===== src/rtl/ysyx_24080006_counter_csr_if.sv =====
// CSR request/response channel between the CSR decode unit (master) and the
// performance-counter CSR stage (slave).
//   req_*  : valid/ready request carrying op, address, write data and nowr flag
//   resp_* : valid/ready response carrying old CSR value and error flag
interface ysyx_24080006_counter_csr_if;
    localparam int unsigned XLEN   = 32;
    localparam int unsigned AWIDTH = 12;
    localparam int unsigned OWIDTH = 2;

    logic              req_valid;
    logic              req_ready;
    logic [OWIDTH-1:0] req_op;
    logic [AWIDTH-1:0] req_addr;
    logic [XLEN-1:0]   req_wdata;
    logic              req_nowr;
    logic              resp_valid;
    logic              resp_ready;
    logic [XLEN-1:0]   resp_rdata;
    logic              resp_err;

    modport master (
        output req_valid, req_op, req_addr, req_wdata, req_nowr, resp_ready,
        input  req_ready, resp_valid, resp_rdata, resp_err
    );

    modport slave (
        input  req_valid, req_op, req_addr, req_wdata, req_nowr, resp_ready,
        output req_ready, resp_valid, resp_rdata, resp_err
    );
endinterface


===== src/rtl/ysyx_24080006_counter_csr.sv =====
// CSR access stage for the mcycle/minstret performance counters.
// Executes CSRRW/CSRRS/CSRRC on counter halves (and their read-only user
// shadows) and on mcountinhibit, and drives the counters' incr/write controls.
// Ports:
//   i_clock, i_reset          : clock, synchronous active-low reset
//   csr_bus                   : request/response handshake (slave side)
//   i_instret_pulse           : one instruction retired this cycle
//   o_ctr_wdata               : write data shared by both counters
//   o_cycle_*/o_instret_*     : incr enable and half write enables per counter
//   i_cycle_*/i_instret_*     : current counter halves
module ysyx_24080006_counter_csr (
    input  logic                           i_clock,
    input  logic                           i_reset,
    ysyx_24080006_counter_csr_if.slave     csr_bus,
    input  logic                           i_instret_pulse,
    output logic [31:0]                    o_ctr_wdata,
    output logic                           o_cycle_incr_en,
    output logic                           o_cycle_high_we,
    output logic                           o_cycle_low_we,
    input  logic [31:0]                    i_cycle_high_rdata,
    input  logic [31:0]                    i_cycle_low_rdata,
    output logic                           o_instret_incr_en,
    output logic                           o_instret_high_we,
    output logic                           o_instret_low_we,
    input  logic [31:0]                    i_instret_high_rdata,
    input  logic [31:0]                    i_instret_low_rdata
);
    localparam int unsigned XLEN   = 32;
    localparam int unsigned AWIDTH = 12;
    localparam int unsigned WEW    = 4;

    localparam logic [AWIDTH-1:0] A_MCOUNTINHIBIT = 12'h320;
    localparam logic [AWIDTH-1:0] A_MCYCLE        = 12'hB00;
    localparam logic [AWIDTH-1:0] A_MINSTRET      = 12'hB02;
    localparam logic [AWIDTH-1:0] A_MCYCLEH       = 12'hB80;
    localparam logic [AWIDTH-1:0] A_MINSTRETH     = 12'hB82;
    localparam logic [AWIDTH-1:0] A_CYCLE         = 12'hC00;
    localparam logic [AWIDTH-1:0] A_INSTRET       = 12'hC02;
    localparam logic [AWIDTH-1:0] A_CYCLEH        = 12'hC80;
    localparam logic [AWIDTH-1:0] A_INSTRETH      = 12'hC82;

    // write-enable vector layout: {cycle_high, cycle_low, instret_high, instret_low}
    localparam logic [WEW-1:0] WE_CYC_HI = 4'b1000;
    localparam logic [WEW-1:0] WE_CYC_LO = 4'b0100;
    localparam logic [WEW-1:0] WE_INS_HI = 4'b0010;
    localparam logic [WEW-1:0] WE_INS_LO = 4'b0001;

    typedef enum logic [1:0] {S_IDLE, S_ACCESS, S_WRITE, S_RESP} state_e;

    state_e            r_state, w_state_nxt;
    logic [1:0]        r_op;
    logic [AWIDTH-1:0] r_addr;
    logic [XLEN-1:0]   r_wdata;
    logic              r_nowr;
    logic [1:0]        r_inhibit;      // {IR, CY}
    logic [1:0]        r_inh_wdata;    // pending {IR, CY} for the WRITE cycle
    logic              r_inh_sel;
    logic              r_resp_valid;
    logic [XLEN-1:0]   r_resp_rdata;
    logic              r_resp_err;
    logic [WEW-1:0]    r_we;
    logic [XLEN-1:0]   r_ctr_wdata;

    logic              w_latch;
    logic              w_known, w_shadow, w_sel_inh, w_err;
    logic [WEW-1:0]    w_sel_we;
    logic [XLEN-1:0]   w_old, w_new, w_inhibit_val;
    logic [1:0]        w_inhibit_nxt, w_inh_wdata_nxt;
    logic              w_inh_sel_nxt;
    logic              w_resp_valid_nxt, w_resp_err_nxt;
    logic [XLEN-1:0]   w_resp_rdata_nxt, w_ctr_wdata_nxt;
    logic [WEW-1:0]    w_we_nxt;

    // mcountinhibit is WARL: only CY (bit 0) and IR (bit 2) exist
    assign w_inhibit_val = {29'b0, r_inhibit[1], 1'b0, r_inhibit[0]};

    // address decode and old-value select
    always_comb begin
        w_known   = 1'b1;
        w_shadow  = 1'b0;
        w_sel_inh = 1'b0;
        w_sel_we  = '0;
        w_old     = '0;
        case (r_addr)
            A_MCOUNTINHIBIT: begin w_sel_inh = 1'b1;   w_old = w_inhibit_val;        end
            A_MCYCLE:        begin w_sel_we = WE_CYC_LO; w_old = i_cycle_low_rdata;    end
            A_MCYCLEH:       begin w_sel_we = WE_CYC_HI; w_old = i_cycle_high_rdata;   end
            A_MINSTRET:      begin w_sel_we = WE_INS_LO; w_old = i_instret_low_rdata;  end
            A_MINSTRETH:     begin w_sel_we = WE_INS_HI; w_old = i_instret_high_rdata; end
            A_CYCLE:         begin w_shadow = 1'b1;    w_old = i_cycle_low_rdata;    end
            A_CYCLEH:        begin w_shadow = 1'b1;    w_old = i_cycle_high_rdata;   end
            A_INSTRET:       begin w_shadow = 1'b1;    w_old = i_instret_low_rdata;  end
            A_INSTRETH:      begin w_shadow = 1'b1;    w_old = i_instret_high_rdata; end
            default:         w_known = 1'b0;
        endcase
    end

    // read-modify-write result and error classification
    always_comb begin
        w_new = w_old;
        case (r_op)
            2'b01:   w_new = r_wdata;
            2'b10:   w_new = w_old | r_wdata;
            2'b11:   w_new = w_old & ~r_wdata;
            default: w_new = w_old;
        endcase
        w_err = !w_known || (r_op == 2'b00) || (w_shadow && !r_nowr);
    end

    // next-state and registered-output logic
    always_comb begin
        w_state_nxt      = r_state;
        w_latch          = 1'b0;
        w_inhibit_nxt    = r_inhibit;
        w_inh_wdata_nxt  = r_inh_wdata;
        w_inh_sel_nxt    = r_inh_sel;
        w_resp_valid_nxt = r_resp_valid;
        w_resp_rdata_nxt = r_resp_rdata;
        w_resp_err_nxt   = r_resp_err;
        w_we_nxt         = '0;
        w_ctr_wdata_nxt  = r_ctr_wdata;
        case (r_state)
            S_IDLE: begin
                if (csr_bus.req_valid) begin
                    w_latch     = 1'b1;
                    w_state_nxt = S_ACCESS;
                end
            end
            S_ACCESS: begin
                w_resp_err_nxt   = w_err;
                w_resp_rdata_nxt = w_err ? '0 : w_old;
                w_inh_sel_nxt    = w_sel_inh;
                w_inh_wdata_nxt  = {w_new[2], w_new[0]};
                if (!w_err && !r_nowr) begin
                    w_state_nxt = S_WRITE;
                    w_we_nxt    = w_sel_we;
                    if (!w_sel_inh) w_ctr_wdata_nxt = w_new;
                end else begin
                    w_state_nxt      = S_RESP;
                    w_resp_valid_nxt = 1'b1;
                end
            end
            S_WRITE: begin
                if (r_inh_sel) w_inhibit_nxt = r_inh_wdata;
                w_state_nxt      = S_RESP;
                w_resp_valid_nxt = 1'b1;
            end
            S_RESP: begin
                if (csr_bus.resp_ready) begin
                    w_resp_valid_nxt = 1'b0;
                    w_state_nxt      = S_IDLE;
                end
            end
            default: w_state_nxt = S_IDLE;
        endcase
    end

    // state and output registers
    always_ff @(posedge i_clock) begin
        if (!i_reset) begin
            r_state      <= S_IDLE;
            r_op         <= '0;
            r_addr       <= '0;
            r_wdata      <= '0;
            r_nowr       <= 1'b0;
            r_inhibit    <= '0;
            r_inh_wdata  <= '0;
            r_inh_sel    <= 1'b0;
            r_resp_valid <= 1'b0;
            r_resp_rdata <= '0;
            r_resp_err   <= 1'b0;
            r_we         <= '0;
            r_ctr_wdata  <= '0;
        end else begin
            r_state      <= w_state_nxt;
            r_inhibit    <= w_inhibit_nxt;
            r_inh_wdata  <= w_inh_wdata_nxt;
            r_inh_sel    <= w_inh_sel_nxt;
            r_resp_valid <= w_resp_valid_nxt;
            r_resp_rdata <= w_resp_rdata_nxt;
            r_resp_err   <= w_resp_err_nxt;
            r_we         <= w_we_nxt;
            r_ctr_wdata  <= w_ctr_wdata_nxt;
            if (w_latch) begin
                r_op    <= csr_bus.req_op;
                r_addr  <= csr_bus.req_addr;
                r_wdata <= csr_bus.req_wdata;
                r_nowr  <= csr_bus.req_nowr;
            end
        end
    end

    assign csr_bus.req_ready  = (r_state == S_IDLE);
    assign csr_bus.resp_valid = r_resp_valid;
    assign csr_bus.resp_rdata = r_resp_rdata;
    assign csr_bus.resp_err   = r_resp_err;

    assign o_ctr_wdata       = r_ctr_wdata;
    assign o_cycle_high_we   = r_we[3];
    assign o_cycle_low_we    = r_we[2];
    assign o_instret_high_we = r_we[1];
    assign o_instret_low_we  = r_we[0];

    // counters run whenever not inhibited; instret also needs a retire pulse
    assign o_cycle_incr_en   = ~r_inhibit[0];
    assign o_instret_incr_en = i_instret_pulse & ~r_inhibit[1];
endmodule

===== src/flat_wrapper.sv =====
// flat-port wrapper written by rule: the top's interface ports become plain ports
module ysyx_24080006_counter_csr_flat 
  (i_clock, i_reset, i_instret_pulse, o_ctr_wdata, o_cycle_incr_en, o_cycle_high_we, o_cycle_low_we, i_cycle_high_rdata, i_cycle_low_rdata, o_instret_incr_en, o_instret_high_we, o_instret_low_we, i_instret_high_rdata, i_instret_low_rdata, csr_bus_req_valid, csr_bus_req_op, csr_bus_req_addr, csr_bus_req_wdata, csr_bus_req_nowr, csr_bus_resp_ready, csr_bus_req_ready, csr_bus_resp_valid, csr_bus_resp_rdata, csr_bus_resp_err);
  ysyx_24080006_counter_csr_if csr_bus_i ();
  input  logic i_clock;
  input  logic i_reset;
  input  logic i_instret_pulse;
  output logic [31:0] o_ctr_wdata;
  output logic o_cycle_incr_en;
  output logic o_cycle_high_we;
  output logic o_cycle_low_we;
  input  logic [31:0] i_cycle_high_rdata;
  input  logic [31:0] i_cycle_low_rdata;
  output logic o_instret_incr_en;
  output logic o_instret_high_we;
  output logic o_instret_low_we;
  input  logic [31:0] i_instret_high_rdata;
  input  logic [31:0] i_instret_low_rdata;
  input wire logic [$bits(csr_bus_i.req_valid)-1:0] csr_bus_req_valid;
  input wire logic [$bits(csr_bus_i.req_op)-1:0] csr_bus_req_op;
  input wire logic [$bits(csr_bus_i.req_addr)-1:0] csr_bus_req_addr;
  input wire logic [$bits(csr_bus_i.req_wdata)-1:0] csr_bus_req_wdata;
  input wire logic [$bits(csr_bus_i.req_nowr)-1:0] csr_bus_req_nowr;
  input wire logic [$bits(csr_bus_i.resp_ready)-1:0] csr_bus_resp_ready;
  output wire logic [$bits(csr_bus_i.req_ready)-1:0] csr_bus_req_ready;
  output wire logic [$bits(csr_bus_i.resp_valid)-1:0] csr_bus_resp_valid;
  output wire logic [$bits(csr_bus_i.resp_rdata)-1:0] csr_bus_resp_rdata;
  output wire logic [$bits(csr_bus_i.resp_err)-1:0] csr_bus_resp_err;
  assign csr_bus_i.req_valid = csr_bus_req_valid;
  assign csr_bus_i.req_op = csr_bus_req_op;
  assign csr_bus_i.req_addr = csr_bus_req_addr;
  assign csr_bus_i.req_wdata = csr_bus_req_wdata;
  assign csr_bus_i.req_nowr = csr_bus_req_nowr;
  assign csr_bus_i.resp_ready = csr_bus_resp_ready;
  assign csr_bus_req_ready = csr_bus_i.req_ready;
  assign csr_bus_resp_valid = csr_bus_i.resp_valid;
  assign csr_bus_resp_rdata = csr_bus_i.resp_rdata;
  assign csr_bus_resp_err = csr_bus_i.resp_err;
  ysyx_24080006_counter_csr u_core (.i_clock(i_clock), .i_reset(i_reset), .csr_bus(csr_bus_i), .i_instret_pulse(i_instret_pulse), .o_ctr_wdata(o_ctr_wdata), .o_cycle_incr_en(o_cycle_incr_en), .o_cycle_high_we(o_cycle_high_we), .o_cycle_low_we(o_cycle_low_we), .i_cycle_high_rdata(i_cycle_high_rdata), .i_cycle_low_rdata(i_cycle_low_rdata), .o_instret_incr_en(o_instret_incr_en), .o_instret_high_we(o_instret_high_we), .o_instret_low_we(o_instret_low_we), .i_instret_high_rdata(i_instret_high_rdata), .i_instret_low_rdata(i_instret_low_rdata));
endmodule

===== config.mk =====
export PLATFORM = sky130hd
export DESIGN_NAME = ysyx_24080006_counter_csr_flat
export DESIGN_NICKNAME = d
export VERILOG_FILES = /design/src/rtl/ysyx_24080006_counter_csr_if.sv /design/src/rtl/ysyx_24080006_counter_csr.sv /design/src/flat_wrapper.sv
export SDC_FILE = /design/constraint.sdc
export NUM_CORES = 1
export LEC_CHECK = 0
export BUFFER_PORTS_ARGS = -buffer_cell sky130_fd_sc_hd__clkbuf_2
export CORE_ASPECT_RATIO = 0.8
export CORE_MARGIN = 10
export CORE_UTILIZATION = 32
export DETAILED_ROUTE_END_ITERATION = 7
export GPL_TIMING_DRIVEN = 1
export PLACE_DENSITY = 0.63
export SETUP_SLACK_MARGIN = 0.3
export SLEW_MARGIN = 5
export SYNTH_ARGS = -nofsm -noshare
export SYNTH_HDL_FRONTEND = slang
export SYNTH_SLANG_ARGS = --single-unit

===== constraint.sdc =====
create_clock -name i_clock -period 2.6 [get_ports i_clock]
set_input_delay 0.65 -clock i_clock [delete_from_list [all_inputs] [get_ports i_clock]]
set_output_delay 0.65 -clock i_clock [all_outputs]
set_load 0.01 [all_outputs]

==> flow_summary.toml <==
[global_route]
gr-total-overflow = 0
grt_usage_pct = 17.5
grt_pass1_vias = 6453
grt_max_degree = 86
antenna_found_initial = 0
grt_pass1_wl_mm = 37.9

[detailed_routing]
drc = 0
drt_iter0_markers = 618
routed_via_density = 5.18
dr_total_vias = 6708
wirelength_mm = 25.0
firstDrtPassIters = 7
ant_nets = 0
routedWlPerCell_microns = 19.3

[timing]
tns_ps = 0
period_minus_slack_ps = 2150
hold_viol = 0
tightest_slew_ps = 539
skew_ps = 12.3
fin_crit_sh_pct = 82.9
setup_viol = 0
clock.fmax_ghz = 0.464
drv_slew = 0
slew_headroom_pct = 63.9
rsz0062_at_grt = "no"
timing.hold.ws_ps = 444

[die]
rows = 47
fp.coreArea_sq_um = 20500
ios = 253
dieArea_sq_um = 27000
chipHeight_microns = 149
die_w_microns = 181
start_util_pct = 32.4

[setup_path]
cp.arrival_ps = 2500
required_ps = 2940
reg2reg_from = "u_core.r_addr[11]"
start_kind = "register"
critPathMaxFanout = 16
worstReg2RegEnd = "u_core.csr_bus.resp_rdata[12]"
reg2reg_depth = 7
end_kind = "register"
criticalPathCategory = "reg -> reg"
rrSetupSlack_ps = 450

[clocking]
cts-buffers-inserted = 17
cts_tree = "built"
cts_max_level = 4
clk_latency_ps = 420
hold_buffers = 0
cts-root-buf = "clkbuf_16"
clkSlewWorstSetupHoldPaths_ps = 70
cts.sinks = 124
clock_path_buffers = 2

[cells_and_area]
fill_cells = 2103
utilization_pct = 42.5
post-route-cell-area_sq_um = 8730
nets = 1198
ff_latch_area_sq_um = 2490
multi_input_area_sq_um = 3810
n_antenna_cell = 0
area_growth_pct = 31.3
layout-drive-gt1-share_pct = 34.3

[pwr]
powerDensity_nw_per_um2 = 717
power_leakage_nw = 3.46
vdd_drop_max_mv = 0.396

[placement]
gp_congestion = 0.822
dpl-instance-area_sq_um = 8140
portBuffers = 252
dp_hpwl_mm = 18.1

[min_path]
min_path_type = "in -> reg"
hold_depth = 3
hp-start = "csr_bus_req_wdata[12]"
hold_path_end = "u_core.r_wdata[12]"

[logic_synthesis]
synth_xor_area_share_pct = 0.132
synth_area_sq_um = 6640
yosys.area_share.simple_pct = 21.7
avgSynthCellArea_sq_um = 8.28
ys_ff_latch = 124
synthCells = 802
yosysSeqAreaShare_pct = 37.4
yosys.area_share.adder_pct = 0.753
yosys_warnings = 0
synth_nets = 986
ys.flop_type = "dfxtp_1"
synth_mux_area_share_pct = 10.6
synth_top_family_by_area = "compound AO/OA/AOI/OAI gates"
synth_edf_count = 0
netlist-cell-type-count = 48
synth_compound_area_share_pct = 24.0
async_flop_share_pct = 0

[job]
cap_violations = 0

[run_status]
status = "complete, no violations"
sequential cells by signal, indices dropped and copies added (netlist names):
register	count
u_core.csr_bus.resp_err	1
u_core.csr_bus.resp_rdata	32
u_core.csr_bus.resp_valid	1
u_core.o_ctr_wdata	32
u_core.r_addr	12
u_core.r_inh_sel	1
u_core.r_inh_wdata	2
u_core.r_inhibit	2
u_core.r_nowr	1
u_core.r_op	2
u_core.r_state	2
u_core.r_wdata	32
u_core.r_we	4
placed cells by master, fill, tap and decap left out, types with 6 or more instances in the layout:
cell         n
clkbuf_2   252
nand2_1    137
dfxtp_1    121
a21oi_1     88
nand2b_1    62
nand3_1     62
o211ai_1    32
a211o_1     31
mux2i_1     31
mux2_2      29
o2111ai_1   29
a32oi_1     28
clkbuf_16   18
buf_4       14
nor2_1       6
buf_12       6
routing by layer:
| metal | share of wire (%) | global-route usage, % | vias to the layer above |
|---|---|---|---|
| li1 | - | - | 3365 |
| met1 | 47 | 24.4 | 3089 |
| met2 | 43 | 25.3 | 243 |
| met3 | 9.4 | 6.38 | 11 |
| met4 | 0.76 | 3.82 | 0 |
| met5 | 0 | 0 | - |
how the worst max path moves through the flow:
stage / from / endpoint / slack (ps)
4_1_cts: u_core.r_addr[10] / u_core.o_ctr_wdata[29] / 400
3_3_place_gp: u_core.r_addr[10] / u_core.o_ctr_wdata[30] / 430
2_1_floorplan: u_core.r_addr[1] / u_core.csr_bus.resp_rdata[10] / 510
5_1_grt: u_core.r_nowr / u_core.o_ctr_wdata[1] / 330
6_report: u_core.r_addr[11] / u_core.csr_bus.resp_rdata[12] / 450
3_5_place_dp: u_core.r_addr[10] / u_core.o_ctr_wdata[29] / 430
area by class of cell:
class / count / share of cell area (%)
Clock buffer: 18 / 5.03
Sequential cell: 124 / 28.5
Timing Repair Buffer: 273 / 17.3
Multi-Input combinational cell: 592 / 43.7
Clock inverter: 14 / 1.26
Tap cell: 269 / 3.86
Inverter: 6 / 0.258
cells by family (layout without fill, tap and decap cells):
group | Yosys count | count (layout)
xor gates and xnor gates | 1 | 1
adders and majority gates | 4 | 4
muxes | 63 | 63
and+or+nand+nor | 298 | 298
buffers and inverters | 86 | 311
DFF | 124 | 124
AOI/OAI and AO/OA | 226 | 226
worst max-delay path, cell delays in order, from the launching register on:
cell	delay, ps
dfxtp_1	330
or4b_4	550
a211o_1	360
a211oi_4	200
buf_4	180
clkbuf_16	190
o2111ai_1	100
a21oi_1	160
per-stage QoR:
step           worst slack, ps  std cells  power, mW
2_1_floorplan              508        802       3.51
3_3_place_gp               426       1262       4.07
3_5_place_dp               430       1262       4.09
4_1_cts                    399       1294       6.32
5_1_grt                    333       1296       6.63
6_report                   446       1296       6.26
synth_stat cells (2+ instances only):
master | number | area share, %
nand2_1 | 137 | 7.7
dfxtp_1 | 124 | 37
a21oi_1 | 88 | 6.6
nand2b_1 | 62 | 5.8
nand3_1 | 62 | 4.7
clkbuf_1 | 60 | 3.4
o211ai_1 | 32 | 3.6
a211o_1 | 31 | 4.1
mux2i_1 | 31 | 4.7
mux2_2 | 29 | 4.9
o2111ai_1 | 29 | 3.8
a32oi_1 | 28 | 3.7
buf_2 | 12 | 0.90
nor2_1 | 7 | 0.40
inv_1 | 6 | 0.34
nor2b_1 | 6 | 0.57
buf_1 | 5 | 0.28
nor3_1 | 5 | 0.38
o21ai_0 | 5 | 0.38
ha_1 | 4 | 0.75
buf_6 | 3 | 0.51
mux4_2 | 3 | 1.0
and2_1 | 2 | 0.19
and3_1 | 2 | 0.19
nor3b_1 | 2 | 0.23
nor4_1 | 2 | 0.19
o211a_1 | 2 | 0.30
o21a_1 | 2 | 0.23
or2_2 | 2 | 0.19
what timing repair did:
item / CTS / global route
setup buffers: 0 / 1
resized for setup: 0 / 2
endpoints found under the setup margin: 0 / 11
report_power, final:
group | switching [mW] | internal (mW) | total (mW)
clock network | 0.948 | 1.26 | 2.21
logic | 1.08 | 0.701 | 1.79
registers | 0.175 | 2.09 | 2.26
total | 2.21 | 4.05 | 6.26
Note: power is estimated with default switching activity, not from simulation.
